$ cat config.mk
export PLATFORM = sky130hd
export DESIGN_NAME = mul_arbiter
export DESIGN_NICKNAME = d
export VERILOG_FILES = /design/src/rtl/mul_pkg.sv /design/src/rtl/multiplier.sv /design/src/rtl/rr_arbiter.sv /design/src/rtl/mul_arbiter.sv
export SDC_FILE = /design/constraint.sdc
export NUM_CORES = 1
export LEC_CHECK = 0
export BUFFER_PORTS_ARGS = -buffer_cell sky130_fd_sc_hd__buf_2
export CAP_MARGIN = 20
export CORE_ASPECT_RATIO = 0.8
export CORE_MARGIN = 2
export CORE_UTILIZATION = 40
export DETAILED_ROUTE_END_ITERATION = 16
export MAX_ROUTING_LAYER = met4
export PLACE_DENSITY_LB_ADDON = 0.12
export SLEW_MARGIN = 10
export SYNTH_ARGS = -nofsm -noshare
export SYNTH_HDL_FRONTEND = slang
export SYNTH_SLANG_ARGS = --single-unit
$ cat constraint.sdc
create_clock -name clk -period 7 [get_ports clk]
set_clock_uncertainty 0.05 [all_clocks]
set_input_delay 0 -clock clk [delete_from_list [all_inputs] [get_ports clk]]
set_output_delay 0 -clock clk [all_outputs]
set_load 0.02 [all_outputs]
$ cat src/rtl/mul_pkg.sv
// mul_pkg: shared constants, tag-width helper and operand record for the shared multiplier.
package mul_pkg;

   localparam int DEF_WIDTH = 8;
   localparam int DEF_NREQ  = 4;

   function automatic int clog2(input int n);
      clog2 = 0;
      for (int i = 0; (1 << i) < n; i++) clog2 = i + 1;
   endfunction

   typedef struct packed {
      logic [DEF_WIDTH-1:0]       a;
      logic [DEF_WIDTH-1:0]       b;
      logic                       sign;
      logic [clog2(DEF_NREQ)-1:0] id;
   } mul_op_t;

endpackage

$ cat src/rtl/multiplier.sv
// multiplier: combinational WIDTH x WIDTH multiply, signed or unsigned per operation.
module multiplier #(
   parameter int WIDTH = 8
) (
   input  logic [WIDTH-1:0]   a,
   input  logic [WIDTH-1:0]   b,
   input  logic               sign,
   output logic [2*WIDTH-1:0] product
);

   logic [2*WIDTH-1:0] ax, bx;

   // Extending both operands to 2*WIDTH makes the truncated product exact for either signedness.
   assign ax      = sign ? {{WIDTH{a[WIDTH-1]}}, a} : {{WIDTH{1'b0}}, a};
   assign bx      = sign ? {{WIDTH{b[WIDTH-1]}}, b} : {{WIDTH{1'b0}}, b};
   assign product = ax * bx;

endmodule

$ cat src/rtl/rr_arbiter.sv
// rr_arbiter: combinational round-robin grant, searching upward from ptr_i with wrap.
module rr_arbiter #(
   parameter int N  = 4,
   parameter int IW = 2
) (
   input  logic [N-1:0]  req_i,
   input  logic [IW-1:0] ptr_i,
   output logic [N-1:0]  gnt_o,
   output logic [IW-1:0] idx_o
);

   // Scanning from the farthest offset down lets the nearest valid requester overwrite the result.
   always_comb begin
      gnt_o = '0;
      idx_o = '0;
      for (int k = N - 1; k >= 0; k--) begin
         if (req_i[(int'(ptr_i) + k) % N]) begin
            gnt_o                             = '0;
            gnt_o[(int'(ptr_i) + k) % N]      = 1'b1;
            idx_o                             = IW'((int'(ptr_i) + k) % N);
         end
      end
   end

endmodule

$ cat src/rtl/mul_arbiter.sv
// mul_arbiter: round-robin sharing of one multiplier among NREQ requesters,
// operand register -> multiplier -> result register, results tagged with requester id.
module mul_arbiter
   import mul_pkg::*;
#(
   parameter int WIDTH = DEF_WIDTH,
   parameter int NREQ  = DEF_NREQ,
   parameter int IDW   = clog2(NREQ)
) (
   input  logic                  clk,
   input  logic                  rst_n,
   input  logic [NREQ-1:0]       req_valid,
   output logic [NREQ-1:0]       req_ready,
   input  logic [NREQ*WIDTH-1:0] req_a,
   input  logic [NREQ*WIDTH-1:0] req_b,
   input  logic [NREQ-1:0]       req_sign,
   output logic                  rsp_valid,
   input  logic                  rsp_ready,
   output logic [IDW-1:0]        rsp_id,
   output logic [2*WIDTH-1:0]    rsp_product
);

   logic [NREQ-1:0]    gnt;
   logic [IDW-1:0]     gidx, rr_q, rr_d;
   logic               adv1, adv2, acc;
   logic               s1_valid_q, s1_sign_q, s2_valid_q;
   logic [WIDTH-1:0]   s1_a_q, s1_b_q;
   logic [IDW-1:0]     s1_id_q, s2_id_q;
   logic [2*WIDTH-1:0] prod, s2_product_q;

   rr_arbiter #(.N(NREQ), .IW(IDW)) u_arb (
      .req_i (req_valid),
      .ptr_i (rr_q),
      .gnt_o (gnt),
      .idx_o (gidx)
   );

   multiplier #(.WIDTH(WIDTH)) u_mul (
      .a       (s1_a_q),
      .b       (s1_b_q),
      .sign    (s1_sign_q),
      .product (prod)
   );

   assign adv2      = !s2_valid_q || rsp_ready;
   assign adv1      = !s1_valid_q || adv2;
   // Gated by rst_n so nothing looks accepted while reset is held.
   assign req_ready = gnt & {NREQ{adv1 && rst_n}};
   assign acc       = |req_ready;
   assign rr_d      = acc ? ((gidx == IDW'(NREQ - 1)) ? '0 : gidx + 1'b1) : rr_q;

   always_ff @(posedge clk) begin
      if (!rst_n) begin
         rr_q         <= '0;
         s1_valid_q   <= 1'b0;
         s1_a_q       <= '0;
         s1_b_q       <= '0;
         s1_sign_q    <= 1'b0;
         s1_id_q      <= '0;
         s2_valid_q   <= 1'b0;
         s2_product_q <= '0;
         s2_id_q      <= '0;
      end else begin
         rr_q <= rr_d;
         if (adv1) begin
            s1_valid_q <= acc;
            if (acc) begin
               s1_a_q    <= req_a[gidx*WIDTH +: WIDTH];
               s1_b_q    <= req_b[gidx*WIDTH +: WIDTH];
               s1_sign_q <= req_sign[gidx];
               s1_id_q   <= gidx;
            end
         end
         if (adv2) begin
            s2_valid_q   <= s1_valid_q;
            s2_product_q <= prod;
            s2_id_q      <= s1_id_q;
         end
      end
   end

   assign rsp_valid   = s2_valid_q;
   assign rsp_product = s2_product_q;
   assign rsp_id      = s2_id_q;

endmodule

* Word level (Yosys, flattened, before mapping)
Index checks and enable logic that the tools add are counted.
Operators by class: add/subtract/negate cells 4, multipliers 1, order comparisons 9, eq/ne operators 1, shifts and indexed selects 2, muxes and demuxes 32, bitwise operators 4, reduce and logical (&&, ||, !) cells 14
Operators by type and width (number):
- 32-bit by 6-bit indexed part select with 8-bit output | 2
- 16-bit 2-to-1 mux | 2
- 16-bit by 16-bit multiplier with 16-bit output | 1
- 4-bit 2-to-1 mux | 4
- 3-bit by 4-bit < comparator with 1-bit output, second input constant | 3
- 1-bit 2-to-1 mux | 12
- 1-bit binary-select mux with 2-bit select | 5
- 2-bit 2-to-1 mux | 5
- 3-bit by 1-bit >= comparator with 1-bit output, second input constant | 3
- 1-bit demux with 2-bit select | 4
- 2-bit by 3-bit < comparator with 1-bit output, second input constant | 2
- 2-bit OR reduction | 3
- 1-bit logical AND | 5
- 2-bit by 1-bit adder with 2-bit output, second input constant | 2
- 2-bit adder, second input constant | 2
- 4-bit AND | 1
- 4-bit OR reduction | 1
- 1-bit AND, first input constant | 3
- 2-bit equality test, second input constant | 1
- 2-bit by 1-bit >= comparator with 1-bit output, second input constant | 1
- 1-bit logical NOT | 2
- 1-bit logical OR | 2
- 2-bit AND reduction | 1
Word-level totals: register bits 41, bits of input ports 75, output and inout bits 23, word-level logic and storage cells 76

* Longest topological paths before layout
word-level depth 14, mapped depth 24, gate-level depth less buffers 22

* Hierarchy
From an unflattened synthesis, not the netlist that was laid out.
Unflattened totals: cell total of the unflattened synthesis 703, area, all modules 6257.3 sq um
Modules (own cells, without submodules):
- multiplier | times used 1, cells each 426, area an instance 3697.3 sq um, seq. area each 0.0 sq um
- mul_arbiter | times used 1, cells each 211, area an instance 2068.2 sq um, seq. area each 820.8 sq um
- rr_arbiter | times used 1, cells each 66, area an instance 491.7 sq um, seq. area each 0.0 sq um

* Least setup slack after synthesis
Ideal clock, no wire load.
path type reg-to-reg, start point reg s1_a_q[2], end point reg s2_product_q[14], in the netlist rsp_product[14], library setup time 0.115 ns, arrival time 5.241 ns, data required time 6.835 ns, setup slack 1.594 ns, stages on the path, launching flop included 25, buffers on the path 2, path through dfxtp_1 -> clkbuf_1 -> clkbuf_1 -> and2_1 -> fa_1 -> inv_1 -> fa_1 -> inv_1 -> ha_1 -> inv_1 -> fa_1 -> inv_1 -> fa_1 -> inv_1 -> fa_1 -> inv_1 -> ha_1 -> or3_1 -> nor2_1 -> o21ai_0 -> a41oi_1 -> o21ai_0 -> xnor2_1 -> o21ai_0 -> and2_1
Between the ends: cells in the longest elaborated chain, start to end 2
Ends and longest elaborated chain:
- start: declaration | line mul_arbiter.sv:27 | logic [WIDTH-1:0] s1_a_q, s1_b_q;
- start signal: assignment | line mul_arbiter.sv:68 | s1_a_q <= req_a[gidx*WIDTH +: WIDTH];
- 16-bit 2-to-1 mux | line multiplier.sv:14 | assign ax = sign ? {{WIDTH{a[WIDTH-1]}}, a} : {{WIDTH{1'b0}}, a};
- 16-bit by 16-bit multiplier with 16-bit output | line multiplier.sv:16 | assign product = ax * bx;
- end signal: assignment | line mul_arbiter.sv:76 | s2_product_q <= prod;
- end: declaration | line mul_arbiter.sv:29 | logic [2*WIDTH-1:0] prod, s2_product_q;
Every way passes these cells. A chain may end at the register's enable or synchronous reset.

* Worst setup path after layout
start point reg s1_sign_q, end point reg s2_product_q[15], in the netlist rsp_product[15]
Between the ends: cells in the longest elaborated chain, start to end 2, elaborated cells on any way between the ends 3, classes of those cells 1 x mul; 2 x mux
Ends and longest elaborated chain:
- start: declaration | line mul_arbiter.sv:26 | logic s1_valid_q, s1_sign_q, s2_valid_q;
- start signal: assignment | line mul_arbiter.sv:70 | s1_sign_q <= req_sign[gidx];
- 16-bit 2-to-1 mux (on tied branches) | line multiplier.sv:14, multiplier.sv:15
- 16-bit by 16-bit multiplier with 16-bit output * | line multiplier.sv:16
Every way passes the cells marked *; elsewhere a longest branch is shown, timed or not.

==> reports/summary.txt <==
status = completed
Post-route DRC = 0
Seq cells post-synth = 41
Worst path top cell family by delay = adder cells
Final Hold Viols = 0
RSZ-0062 raised after global routing = no
clk sinks = 41
Max transition margin = 0.507
initial DRC count = 245
Synth cell types = 55
drt via density = 4.89
RePlAce Congestion = 0.887
final instance area = 7080 um^2
Post-synth EDFFs = 0
FF-to-FF End = rsp_product[15]$_SDFFE_PN0P_
Top FF cell, synth = dfxtp_1
postcts setup bufs = 0
Worst Reg-to-Reg Cells = 20
TNS Setup = 0 ns
Critical Path Sink = rsp_product[15]$_SDFFE_PN0P_
Die ar. = 16800 um^2
Antenna Diode Count = 0
synthesis-to-layout area growth = 12.3%
largest net degree at the start of global routing = 43
CTS tree = yes
Post-CTS Hold Fix Bufs = 0
Final Util = 0.454
Starting Density = 0.404
WL/cell = 14.4 um
WL final = 14400 um
Tot GR Track Use = 0.192
area of the multi-input gates = 4890 um^2
GRT met3 Usage = 0.0287
Vert. Die Dim = 116 um
Finish-stage setup viols = 0
Syn Std Cell Area = 6300 um^2
Mapped Cells = 719
row cnt = 41
P per Cell Area = 501 nW/um^2
DR vias = 4890
slowest CP cell = fa_1
Reg area = 821 um^2
CP dominant cell by count = fa_1
CP max FO = 12
Max Slew Vio Count = 0
die width = 144 um
vias in the first global route = 5193
CP peak stage delay = 0.56 ns
CP cell instances = and2_0 -> nand2_1 -> inv_1 -> fa_1 -> inv_1 -> fa_1 -> inv_1 -> fa_1 -> fa_1 -> fa_1 -> inv_1 -> fa_1 -> inv_1 -> ha_1 -> nand3_1 -> o31a_1 -> o21ai_0 -> xor2_1 -> nand2_1 -> a21boi_0
first-pass GRT wire length = 25000 um
r2r setup slk = 1.22 ns
R2R Path Start = s1_sign_q$_SDFFE_PN0P_
most common cell after layout, fill and taps aside = inv_1
htree depth = 2
register area share after synthesis = 0.130
input/output buffers = 97
VDD IR max = 0.220 mV
initial antenna violation count = 0
CP Capture Type = flip-flop
filler cell count = 1574
Avg Cell Area, Syn = 8.77 um^2
I/O Pins = 98
Syn Nets = 923
total CTS buffers = 5
clock latency on the worst-skew pair = 0.29 ns
CTS clk-pin slew, worst paths = 0.06 ns
HP Start = rsp_ready
stages on the worst setup path = 20
Post-DRT Antenna Nets = 0
Max Cap Violations = 0
layout cells sized above 1 = 0.218
crit path launch type = flip-flop
met1 Resource Use GR = 0.267
fin crit share = 0.826
placed cell area = 6890 um^2
gr ovfl total = 0
clock root buffer = clkbuf_16
synth warn = 0
number of gates resized after CTS = 0
core area = 15600 um^2
Final min period = 5.78 ns
fin nets = 989
crit path kind = reg -> reg
Longest Clk Path Bufs = 2
Max Clk Rate = 173 MHz
Async SR Flop Fraction = 0
Tot Pwr = 3.55 mW
buffers and inverters on the worst path = 5
Leakage = 3.41 nW
critical path startpoint = s1_sign_q$_SDFFE_PN0P_
met2 Use GR = 0.308
leading cell types in the layout, fill and taps excluded = 106 x inv_1, 97 x buf_2, 91 x nand2_1
Min-Delay Path Class = in -> reg
CP arrival = 5.95 ns
critical path data required time = 7.16 ns
Least-Margin Pin Slew = 0.738 ns
DRT Pass-1 Iters = 4
gr busiest metal = met2
DP HPWL = 11600 um
[report_power, final]
part	total, mW	internal, mW	switching, mW
clock	0.274	0.178	0.0955
sequential	0.532	0.330	0.202
combinational	2.74	1.20	1.55
[routing by layer]
| layer | routed length, um | up-vias |
|---|---|---|
| li1 | - | 2443 |
| met1 | 7290 | 2335 |
| met2 | 6340 | 101 |
| met3 | 680 | 11 |
| met4 | 125 | 0 |
| met5 | 0 | - |
[cell type report]
cell class,instances,share of cell area
Sequential cell,41,0.116
Timing Repair Buffer,101,0.0746
Clock buffer,7,0.0201
Multi-Input combinational cell,530,0.691
Inverter,106,0.0562
Tap cell,215,0.0380
Clock inverter,1,0.00424
[synthesized netlist by cell type (5+ instances only)]
cell type | n | area share
o211ai_2 | 15 | 0.030
fa_1 | 68 | 0.22
a21oi_1 | 23 | 0.018
a21boi_0 | 10 | 0.012
and3_1 | 6 | 0.0060
nor2_1 | 19 | 0.011
mux2_2 | 17 | 0.030
nand2_1 | 91 | 0.054
mux2i_1 | 24 | 0.038
o21ai_0 | 15 | 0.012
o21ai_2 | 22 | 0.031
inv_1 | 106 | 0.063
ha_1 | 61 | 0.12
nand3_1 | 5 | 0.0040
nor2b_1 | 7 | 0.0069
and2_1 | 61 | 0.061
xor2_1 | 9 | 0.013
clkbuf_1 | 29 | 0.017
dfxtp_1 | 41 | 0.13
buf_6 | 6 | 0.011
xnor2_1 | 25 | 0.035
[cell families (layout without fill, tap and decap cells)]
group | after synthesis | after routing | share of synthesized area
mux | 46 | 46 | 0.0846
buf+inv | 148 | 215 | 0.0973
fa+ha+maj | 129 | 129 | 0.337
xor+xnor | 35 | 35 | 0.0508
flops | 41 | 41 | 0.130
compound gates | 113 | 113 | 0.138
simple gates | 207 | 207 | 0.162
[through the flow]
step	cells	worst slack (ns)	hold WS [ns]
2_1_floorplan	719	1.59	0.101
3_3_place_gp	992	1.35	0.279
3_5_place_dp	992	1.22	0.325
4_1_cts	1000	1.19	0.0182
5_1_grt	1001	0.823	0.0369
6_report	1001	1.22	0.0148
[worst min path at each step]
stage	end	slack (ns)	cells past startpoint
floorplan	s1_a_q[6]$_SDFFE_PN0P_	0.10	2
global route	s1_valid_q$_SDFFE_PN0N_	0.04	4
detailed placement	s1_valid_q$_SDFFE_PN0N_	0.33	4
global placement	s1_valid_q$_SDFFE_PN0N_	0.28	4
CTS	s1_valid_q$_SDFFE_PN0N_	0.02	4
finish	s1_valid_q$_SDFFE_PN0N_	0.01	4
[flip-flops by register name, indices dropped and copies added, names as in the netlist]
name	flops
s1_valid_q	1
rsp_valid	1
rsp_id	2
s1_id_q	2
rsp_product	16
s1_sign_q	1
s1_a_q	8
rr_q	2
s1_b_q	8
[tightest hold or removal path, cell delays in order]
cell,delay (ns)
buf_2,0.09
nor2b_1,0.05
nand2_1,0.08
a21boi_0,0.08
(Power assumes the default switching activity.)
